--- config.mk ---
export PLATFORM = sky130hd
export DESIGN_NAME = wb_arbiter
export DESIGN_NICKNAME = d
export VERILOG_FILES = /design/src/rtl/wb_arbiter.sv
export SDC_FILE = /design/constraint.sdc
export NUM_CORES = 1
export LEC_CHECK = 0
export CAP_MARGIN = 20
export CORE_ASPECT_RATIO = 1.5
export CORE_UTILIZATION = 27
export CTS_CLUSTER_SIZE = 28
export DETAILED_ROUTE_END_ITERATION = 12
export GPL_TIMING_DRIVEN = 0
export PLACE_DENSITY_LB_ADDON = 0.1
export SKIP_CTS_REPAIR_TIMING = 1
export SLEW_MARGIN = 20
export SYNTH_ARGS = -nofsm -noshare
export SYNTH_HDL_FRONTEND = slang
export SYNTH_SLANG_ARGS = --single-unit
--- constraint.sdc ---
create_clock -name clk -period 2.58 [get_ports clk]
set_input_delay 0.258 -clock clk [delete_from_list [all_inputs] [get_ports clk]]
set_output_delay 0.258 -clock clk [all_outputs]
set_load 0.01 [all_outputs]
--- src/rtl/wb_arbiter.sv ---
// Writeback arbiter and pending-write scoreboard for the 32x32 register file.
// Define WB_BYPASS_EN to clear busy and raise fwd for a source being written this cycle.
module wb_arbiter #(
    parameter int STARVE_MAX = 4
) (
    input  logic        clk,
    input  logic        rst,
    input  logic        alu_valid,
    input  logic [4:0]  alu_addr,
    input  logic [31:0] alu_data,
    output logic        alu_ready,
    input  logic        ld_valid,
    input  logic [4:0]  ld_addr,
    input  logic [31:0] ld_data,
    output logic        ld_ready,
    input  logic        rsv_valid,
    input  logic [4:0]  rsv_addr,
    input  logic [4:0]  rs1,
    input  logic [4:0]  rs2,
    output logic        rs1_busy,
    output logic        rs2_busy,
    output logic        rs1_fwd,
    output logic        rs2_fwd,
    output logic        rf_we,
    output logic [4:0]  rf_wraddr,
    output logic [31:0] rf_wrdata
);

    logic [3:0]  starve_cnt;
    logic [31:0] busy_q;
    logic [31:0] busy_d;
    logic        force_alu;
    logic        accept;
    logic [4:0]  acc_addr;
    logic [31:0] acc_data;
    logic        rs1_hit;
    logic        rs2_hit;

    // Load wins unless the ALU has already waited STARVE_MAX load grants.
    always_comb begin
        force_alu = alu_valid && (starve_cnt == 4'(STARVE_MAX));
        ld_ready  = ld_valid && !force_alu;
        alu_ready = alu_valid && !ld_ready;
        accept    = ld_ready || alu_ready;
        acc_addr  = ld_ready ? ld_addr : alu_addr;
        acc_data  = ld_ready ? ld_data : alu_data;
    end

    // NOTE: every variable gets a default first so no path leaves it unassigned (no latch).
    always_comb begin
        busy_d = busy_q;
        if (rf_we && (rf_wraddr != 5'd0))
            busy_d[rf_wraddr] = 1'b0;
        // The set follows the clear so a same-cycle reservation wins.
        if (rsv_valid && (rsv_addr != 5'd0))
            busy_d[rsv_addr] = 1'b1;
        busy_d[0] = 1'b0;
    end

    // NOTE: sequential state uses non-blocking assignments only.
    always_ff @(posedge clk) begin
        if (rst) begin
            starve_cnt <= 4'd0;
            rf_we      <= 1'b0;
            rf_wraddr  <= 5'd0;
            rf_wrdata  <= 32'd0;
            busy_q     <= 32'd0;
        end else begin
            if (!alu_valid || alu_ready)
                starve_cnt <= 4'd0;
            else if (ld_ready)
                starve_cnt <= starve_cnt + 4'd1;

            // x0 completes the handshake but never produces a write.
            rf_we <= accept && (acc_addr != 5'd0);
            if (accept) begin
                rf_wraddr <= acc_addr;
                rf_wrdata <= acc_data;
            end

            busy_q <= busy_d;
        end
    end

`ifdef WB_BYPASS_EN
    assign rs1_hit = rf_we && (rf_wraddr == rs1) && (rs1 != 5'd0);
    assign rs2_hit = rf_we && (rf_wraddr == rs2) && (rs2 != 5'd0);
`else
    assign rs1_hit = 1'b0;
    assign rs2_hit = 1'b0;
`endif

    assign rs1_busy = busy_q[rs1] && !rs1_hit;
    assign rs2_busy = busy_q[rs2] && !rs2_hit;
    assign rs1_fwd  = rs1_hit;
    assign rs2_fwd  = rs2_hit;

endmodule

==> impl_metrics.yaml <==
run_status:
  status: "finished, final reports clean"
synth:
  synth_seq_cells: 73
  synth-main-ff-cell: "dfxtp_1"
  yosysSeqAreaShare: 0.381
  avgSynthCellArea_um2: 8.83
  synth_edf_count: 0
  yosysWarnings: 0
  ys_async_sr_fraction: 0
  yosysUniqueCellTypes: 39
  synth_area_mm2: 0.00383
  syn_inst: 434
power_and_ir_drop:
  ir_drop_mv: 0.318
  p_leak_nw: 2.11
  power.density_mw_per_mm2: 537
routing:
  finalWirelength_mm: 12.5
  dr.pass1.iters: 4
  drc_errors: 0
  via_per_inst: 4.96
  ant_nets: 0
  drt_iter0_drc: 125
  via_count: 3690
  wire_per_inst_um: 16.8
clock_network:
  cts_tree: "yes"
  clock_latency_ns: 0.34
  cts_root_buf: "clkbuf_16"
  cts.clk_slew.worst_paths_ns: 0.06
  cts_buffer_depth: 2
  numCtsBuffers: 9
  clock-sinks: 73
  cts_max_level: 3
sta:
  finalCriticalPeriod_ns: 2.44
  max_freq_mhz: 409
  rsz0062_at_grt: "no"
  relSlewSlack: 0.491
  finalSetupViolCount: 0
  tns_ns: 0
  hold_violations: 0
  skew_ns: 0.00697
  drv_slew: 0
  fin_crit_sh: 0.947
  worst_slew_pin_slew_ns: 0.764
floorplanning:
  die_h_um: 148
  dieArea_mm2: 0.0147
  start_util: 0.275
  fp-row-count: 53
  die_w_um: 99.3
  io_pins: 138
  coreArea_mm2: 0.0139
place:
  dp_hpwl_mm: 9.76
  place_congestion: 0.800
  post-place-cells: 729
  io_buffers: 129
layout:
  diodes: 0
  fill_cells: 1445
  areaGrowthSynthToFinish_pct: 46.8
  layoutNonFillerInstCount: 744
  drive_above_1_share: 0.0984
  fin_nets: 670
grt:
  grt.total_usage: 0.174
  grt_pass1_wl_mm: 19.5
  grt_antenna_before_repair: 0
  grt_pass1_vias: 3760
  grt_max_degree: 12
  overflow: 0
worst_setup_path:
  cp_data_arrival_time_ns: 2.19
  path_buf_inv: 3
  cp_cell_sequence: "clkdlybuf4s50_1 > buf_4 > mux2i_1 > a22oi_1 > nand3_1 > nand4_1 > clkdlybuf4s50_1"
  path_class: "in2out"
  cp-end-kind: "primary output"
  max_stage_delay_ns: 0.54
  critPathLaunchType: "input pin"
  path_delay_family: "buffers and inverters"
  cp_max_fo: 10
  worst_path_most_repeated_cell: "clkdlybuf4s50_1"
  critical_path_required_ns: 2.32
  reg2reg_depth: 7
  cpMaxStageDelayCell: "clkdlybuf4s50_1"
  cp_num_cells: 7
hold_path:
  hold_path.class: "in2reg"
  whs_path_depth: 3
flow_run:
  maxCapViolCount: 0
[flip-flops by register name, summed over array words and instances, names as in the netlist]
signal,cells
rf_wrdata,32
busy_q,31
rf_wraddr,5
starve_cnt,4
rf_we,1
[power breakdown]
group | switching, mW | leakage, nW | internal, mW
Combinational | 0.260 | 1.36 | 0.317
Sequential | 0.0340 | 0.600 | 1.18
Clock | 0.474 | 0.149 | 0.753
[routing by layer]
metal / wire (um) / track usage / vias to the layer above
met4: 217 / 0.0596 / 0
met2: 6310 / 0.310 / 139
met3: 1050 / 0.0634 / 16
met1: 4930 / 0.188 / 1702
met5: 0 / 0 / -
li1: - / - / 1833
[kinds of logic (layout without fill, tap and decap cells)]
family | count (synthesis) | in the layout | share of synthesized area
other cells | 1 | 2 | 0.000979
compound gates | 117 | 117 | 0.206
mux | 60 | 60 | 0.178
simple gates | 138 | 138 | 0.164
buf+inv | 41 | 185 | 0.0585
flops | 73 | 73 | 0.381
xor+xnor | 2 | 2 | 0.00457
fa+ha+maj | 2 | 2 | 0.00653
[worst register-to-register path: stages (launching register included)]
cell and delay [ns]:
dfxtp_1 0.33, inv_1 0.06, ha_1 0.14, nand4b_1 0.15, nand2_2 0.14, buf_6 0.20
buf_2 0.33, a211oi_2 0.11
[layout make-up]
| class | instances | area, um2 | area share |
|---|---|---|---|
| Inverter | 6 | 22.5 | 0.00400 |
| Clock inverter | 2 | 10.0 | 0.00178 |
| Sequential cell | 73 | 1460 | 0.260 |
| Clock buffer | 14 | 284 | 0.0505 |
| Timing Repair Buffer | 129 | 1290 | 0.230 |
| Multi-Input combinational cell | 321 | 2150 | 0.383 |
| Buffer | 34 | 198 | 0.0351 |
| Tap cell | 165 | 206 | 0.0367 |
[cells in the mapped netlist (6+ instances only)]
cell,count,area share
a211oi_1,26,0.051
a211oi_2,13,0.042
a21oi_1,37,0.048
buf_2,11,0.014
buf_4,7,0.014
clkbuf_1,12,0.012
dfxtp_1,73,0.38
mux2i_1,54,0.14
nand2_1,38,0.037
nand2b_1,7,0.011
nand3_1,11,0.014
nand3b_1,6,0.012
nor2_1,55,0.054
nor2b_1,6,0.0098
o21ai_0,18,0.024
o21ai_1,13,0.017
[final timing paths]
check / from / slack, ns / end
setup / recovery: rs2[2] / 0.14 / rs2_busy
hold / removal: rst / 0.39 / starve_cnt[1]
setup reg to reg: starve_cnt[0] / 0.97 / rf_wrdata[30]
hold reg to reg: starve_cnt[0] / 0.47 / starve_cnt[0]
[cells in the final DEF (no fill, tap or decap), types with 4 or more instances in the layout]
| cell | count |
|---|---|
| clkdlybuf4s50_1 | 129 |
| dfxtp_1 | 73 |
| nor2_1 | 55 |
| mux2i_1 | 54 |
| nand2_1 | 37 |
| a21oi_1 | 37 |
| a211oi_1 | 26 |
| o21ai_0 | 18 |
| clkbuf_1 | 13 |
| a211oi_2 | 13 |
| o21ai_1 | 13 |
| buf_2 | 11 |
| nand3_1 | 11 |
| clkbuf_16 | 9 |
| nand2b_1 | 7 |
| nor2b_1 | 6 |
| nand3b_1 | 6 |
| inv_1 | 5 |
| buf_6 | 5 |
| buf_4 | 5 |
| nor3_1 | 5 |
| mux4_2 | 4 |
| a22oi_1 | 4 |
| clkbuf_8 | 4 |
[metrics by stage]
stage	hold WS (ns)	cell area, um2	setup slack (ns)	power (mW)	util
floorplan	0.430	3830	1.07	1.50	-
global placement	0.451	5330	0.181	1.82	0.383
detailed placement	0.467	5330	0.144	1.82	0.383
CTS	0.393	5630	0.0192	3.07	0.404
global route	0.421	5630	0.0670	3.16	0.404
finish	0.394	5630	0.137	3.02	0.404
No activity file was read; power rests on OpenSTA's default activity.
==> patch 1: new RTL, same settings <==
The option `WB_BYPASS_EN` is turned on by a define.
--- a/src/rtl/wb_arbiter.sv
+++ b/src/rtl/wb_arbiter.sv
@@ -1,4 +1,6 @@
 // Writeback arbiter and pending-write scoreboard for the 32x32 register file.
 // Define WB_BYPASS_EN to clear busy and raise fwd for a source being written this cycle.
+`define WB_BYPASS_EN
+
 module wb_arbiter #(
     parameter int STARVE_MAX = 4
Formal check against the unedited RTL: not equivalent (Yosys sat finds a counterexample within 4 cycles, from zero or initial values and one cycle with rst high).
==> patch 1 against the unedited design <==
- wire length is 8.4% higher
- area after synthesis rose by 1.6%
- setup slack improved by 33 ps
- synthesized cell count up 1.8%
- utilization increased by 1.1 points
- first-iteration DRC count rose by 18%
- hold slack better by 77 ps
- total power increased by 0.59%
- sequential cell count unchanged
- final area grew 3.6%
- cell count increased by 5.8%
- critical path type is now reg2out
- critical endpoint is now rs1_fwd
- largest power group unchanged
==> patch 1: results (changes against the unedited design) <==
metric	value	unit	change
outcome	completed		unchanged
clock_skew	8.15	ps	was 6.97 ps
path_max_fanout	8		was 10
wl_met3	1020	um	was 1050 um
netlist_top_cells_area	dfxtp_1 38%, mux2i_1 10%, a211oi_1 7.5%, nor2_1 4.7%, nand2_1 4.3%		was dfxtp_1 38%, mux2i_1 14%, nor2_1 5.4%, a211oi_1 5.1%, a21oi_1 4.8%
clock_area_share	4.89	%	was 5.23%
wl_met2	6880	um	was 6310 um
layout-drive-gt1-share	8.74	%	was 9.84%
nMultiInputCombCells	327		was 321
relSlewSlack	43.1	%	was 49.1%
grt_pass1_vias	4019		was 3760
clock_path_buffers	2		unchanged
power_leakage	2.20	nW	was 2.11 nW
timing.rr.end	rf_wrdata[11]$_SDFFE_PP0P_		was rf_wrdata[30]$_SDFFE_PP0P_
routed_via_density	4.99		was 4.96
ys_types	42		was 39
drt-initial-drc-count	147		was 125
dpl.hpwl	10500	um	was 9760 um
hp-class	reg2reg		was in2reg
grt_use_met2	33.1	%	was 31.0%
holdCritStartpoint	starve_cnt[0]$_SDFFE_PP0N_		was rst
fillers	1465		was 1445
met3_usage	5.90	%	was 6.34%
port-buffer-count	133		was 129
grt_max_degree	13		was 12
nClkBuffers	9		was 14
num_antenna_cells	0		unchanged
whs_path_depth	1		was 3
hold_path_end	starve_cnt[0]$_SDFFE_PP0N_		was starve_cnt[1]$_SDFFE_PP0N_
gr-usage-all-layers	18.5	%	was 17.4%
grt_pass1_wl	21100	um	was 19500 um
clkLatencyLatePin	330	ps	
cp.arrival	2150	ps	was 2190 ps
yosys-top-cells-count	73 x dfxtp_1, 49 x nor2_1, 45 x nand2_1		was 73 x dfxtp_1, 55 x nor2_1, 54 x mux2i_1
m1WireLength	5230	um	was 4930 um
gp_congestion	0.813		was 0.800
multi_input_area_share	38.5	%	was 38.3%
ir_worst_vdd	0.304	mV	was 0.318 mV
final_nets	687		was 670
nonClkBufAreaFrac	27.0	%	was 26.5%
routedWlPerCell	17.2	um	was 16.8 um
r2r_setup_slack	820	ps	was 970 ps
slowest_delay	590	ps	was 540 ps
n_all_buffers	174		was 163
ys_seq_area_share	37.5	%	was 38.1%
## patch 1: cell count changes after synthesis, sizes merged, moves of 3 or more
cell | unedited run | this run
mux2i | 54 | 40
nor2 | 55 | 49
a22oi | 4 | 0
a21oi | 37 | 33
nand2b | 7 | 4
xnor2 | 1 | 9
mux2 | 0 | 6
nand3 | 11 | 6
nor2b | 6 | 0
nand2 | 38 | 45
mux4 | 6 | 10
nor3b | 0 | 6
## patch 1: cells by family (layout without fill, tap and decap cells)
group	after synthesis	count (layout)	synth area share, %
adder cells (fa/ha/maj)	2	2	0.643
flip-flops	73	73	37.5
multiplexers	56	56	18.2
AO/OA/AOI/OAI	115	115	18.4
AND/OR/NAND/NOR	144	144	17.9
buffers and inverters	42	195	5.08
XOR/XNOR	10	10	2.25
## patch 1: stage by stage
step                setup WS, ps  utilization, %  instance area, um^2  instances  hold slack, ps
floorplan                    875               -                 3890        442             430
global placement            -186            38.9                 5460        767             450
detailed placement          -206            38.9                 5470        768             462
CTS                         -222            40.9                 5750        783             477
global route                20.4            41.5                 5830        787             504
finish                       170            41.5                 5830        787             471
## patch 1: power breakdown
group          total, mW  switching (mW)  internal [mW]
sequential          1.21          0.0341           1.18
combinational      0.606           0.273          0.333
clock               1.22           0.479          0.738
total               3.04           0.786           2.25
## patch 1: worst max path at each step
| stage | from | endpoint | slack [ps] | cells after the start |
|---|---|---|---|---|
| CTS | rs1[0] | rs1_busy | -220 | 7 |
| finish | rf_wraddr[0]$_SDFFE_PP0P_ | rs1_fwd | 170 | 5 |
| detailed placement | rs1[0] | rs1_busy | -210 | 7 |
| global placement | rs1[0] | rs1_busy | -190 | 7 |
| global route | rf_wraddr[0]$_SDFFE_PP0P_ | rs1_fwd | 20 | 5 |
| floorplan | rf_wraddr[0]$_SDFFE_PP0P_ | rs1_busy | 870 | 5 |
==> patch 2: new RTL, same settings <==
Made on the original files. Make the reset (`rst`) asynchronous in one clocked block.
--- a/src/rtl/wb_arbiter.sv
+++ b/src/rtl/wb_arbiter.sv
@@ -59,5 +59,5 @@
 
     // NOTE: sequential state uses non-blocking assignments only.
-    always_ff @(posedge clk) begin
+    always_ff @(posedge clk or posedge rst) begin
         if (rst) begin
             starve_cnt <= 4'd0;
Function: differs if rst is asserted again (counterexample within 4 cycles, from zero or initial values and one cycle with rst high); with rst held inactive, the same outputs for 4 cycles.
==> patch 2 against the unedited design <==
- wire length shrank 4.6%
- setup slack lost 25 ps
- first-iteration DRC count shrank 17%
- final area grew 0.16%
- sequential cell count is the same
- total power grew 21%
- area after synthesis shrank 0.42%
- sequential share of layout area grew 6.4 points
- critical path depth is the same
- largest power group is now registers
==> patch 2: results (changes against the unedited design) <==
metric	value	unit	change
ff2ff_path_depth	9		was 7
intPower	2.63	mW	was 2.25 mW
cp-endpoint	rs1_busy		was rs2_busy
final_nets	624		was 670
grt_pass1_vias	3636		was 3760
switching_share	28.4	%	was 25.5%
routed_via_density	4.96		about the same
p_seq_share	42.4	%	was 40.2%
clock_skew	5.35	ps	was 6.97 ps
power_leakage	2.33	nW	was 2.11 nW
met3_usage	5.86	%	was 6.34%
r2r_setup_slack	830	ps	was 970 ps
ir_worst_vdd	0.324	mV	was 0.318 mV
grt_pass1_wl	19200	um	was 19500 um
grt_use_met1	19.1	%	was 18.8%
worst_r2r_startpoint	starve_cnt[0]$_DFFE_PP0P_		was starve_cnt[0]$_SDFFE_PP0N_
finalWirelength	11900	um	was 12500 um
ys_types	30		was 39
drt-initial-drc-count	104		was 125
synth_compound_area_share	16.1	%	was 20.6%
synth_mux_area_share	18.0	%	was 17.8%
synth_ff_type	dfrtp_1		was dfxtp_1
port-buffer-count	130		was 129
outcome	completed		unchanged
fillers	1400		was 1445
relSlewSlack	57.2	%	was 49.1%
synth_fa_ha_area_share	0.656	%	was 0.653%
dp_cells	680		was 729
-- patch 2: cell types whose count changed after synthesis, sizes merged, moves of 31 or more --
cell,unedited run,this run
dfrtp,0,73
a21oi,37,6
a211oi,39,2
nor2,55,11
dfxtp,73,0
o21ai,31,100
-- patch 2: worst register-to-register path, delay by kind of cell (launching register included) --
kind / cells / cell delay [ps]
adders and majority gates: 1 / 190
DFF: 1 / 390
buffers and inverters: 4 / 700
AOI/OAI and AO/OA: 1 / 80
and+or+nand+nor: 3 / 300
-- patch 2: area by class of cell --
class                   count  area, um^2  area share (%)
clock inverters             4        45.0           0.799
plain buffers              23         120            2.13
clock buffers              11         233            4.13
repair buffers            131        1330            23.6
flip-flops and latches     73        1830            32.4
multi-input cells         284        1850            32.9
inverters                   6        25.0           0.444
well taps                 162         203            3.60
-- patch 2: metal layers --
metal / wire (um) / share of wire [%]
met5: 0 / 0
met4: 292 / 2.4
met3: 981 / 8.2
met2: 5930 / 50
met1: 4730 / 40
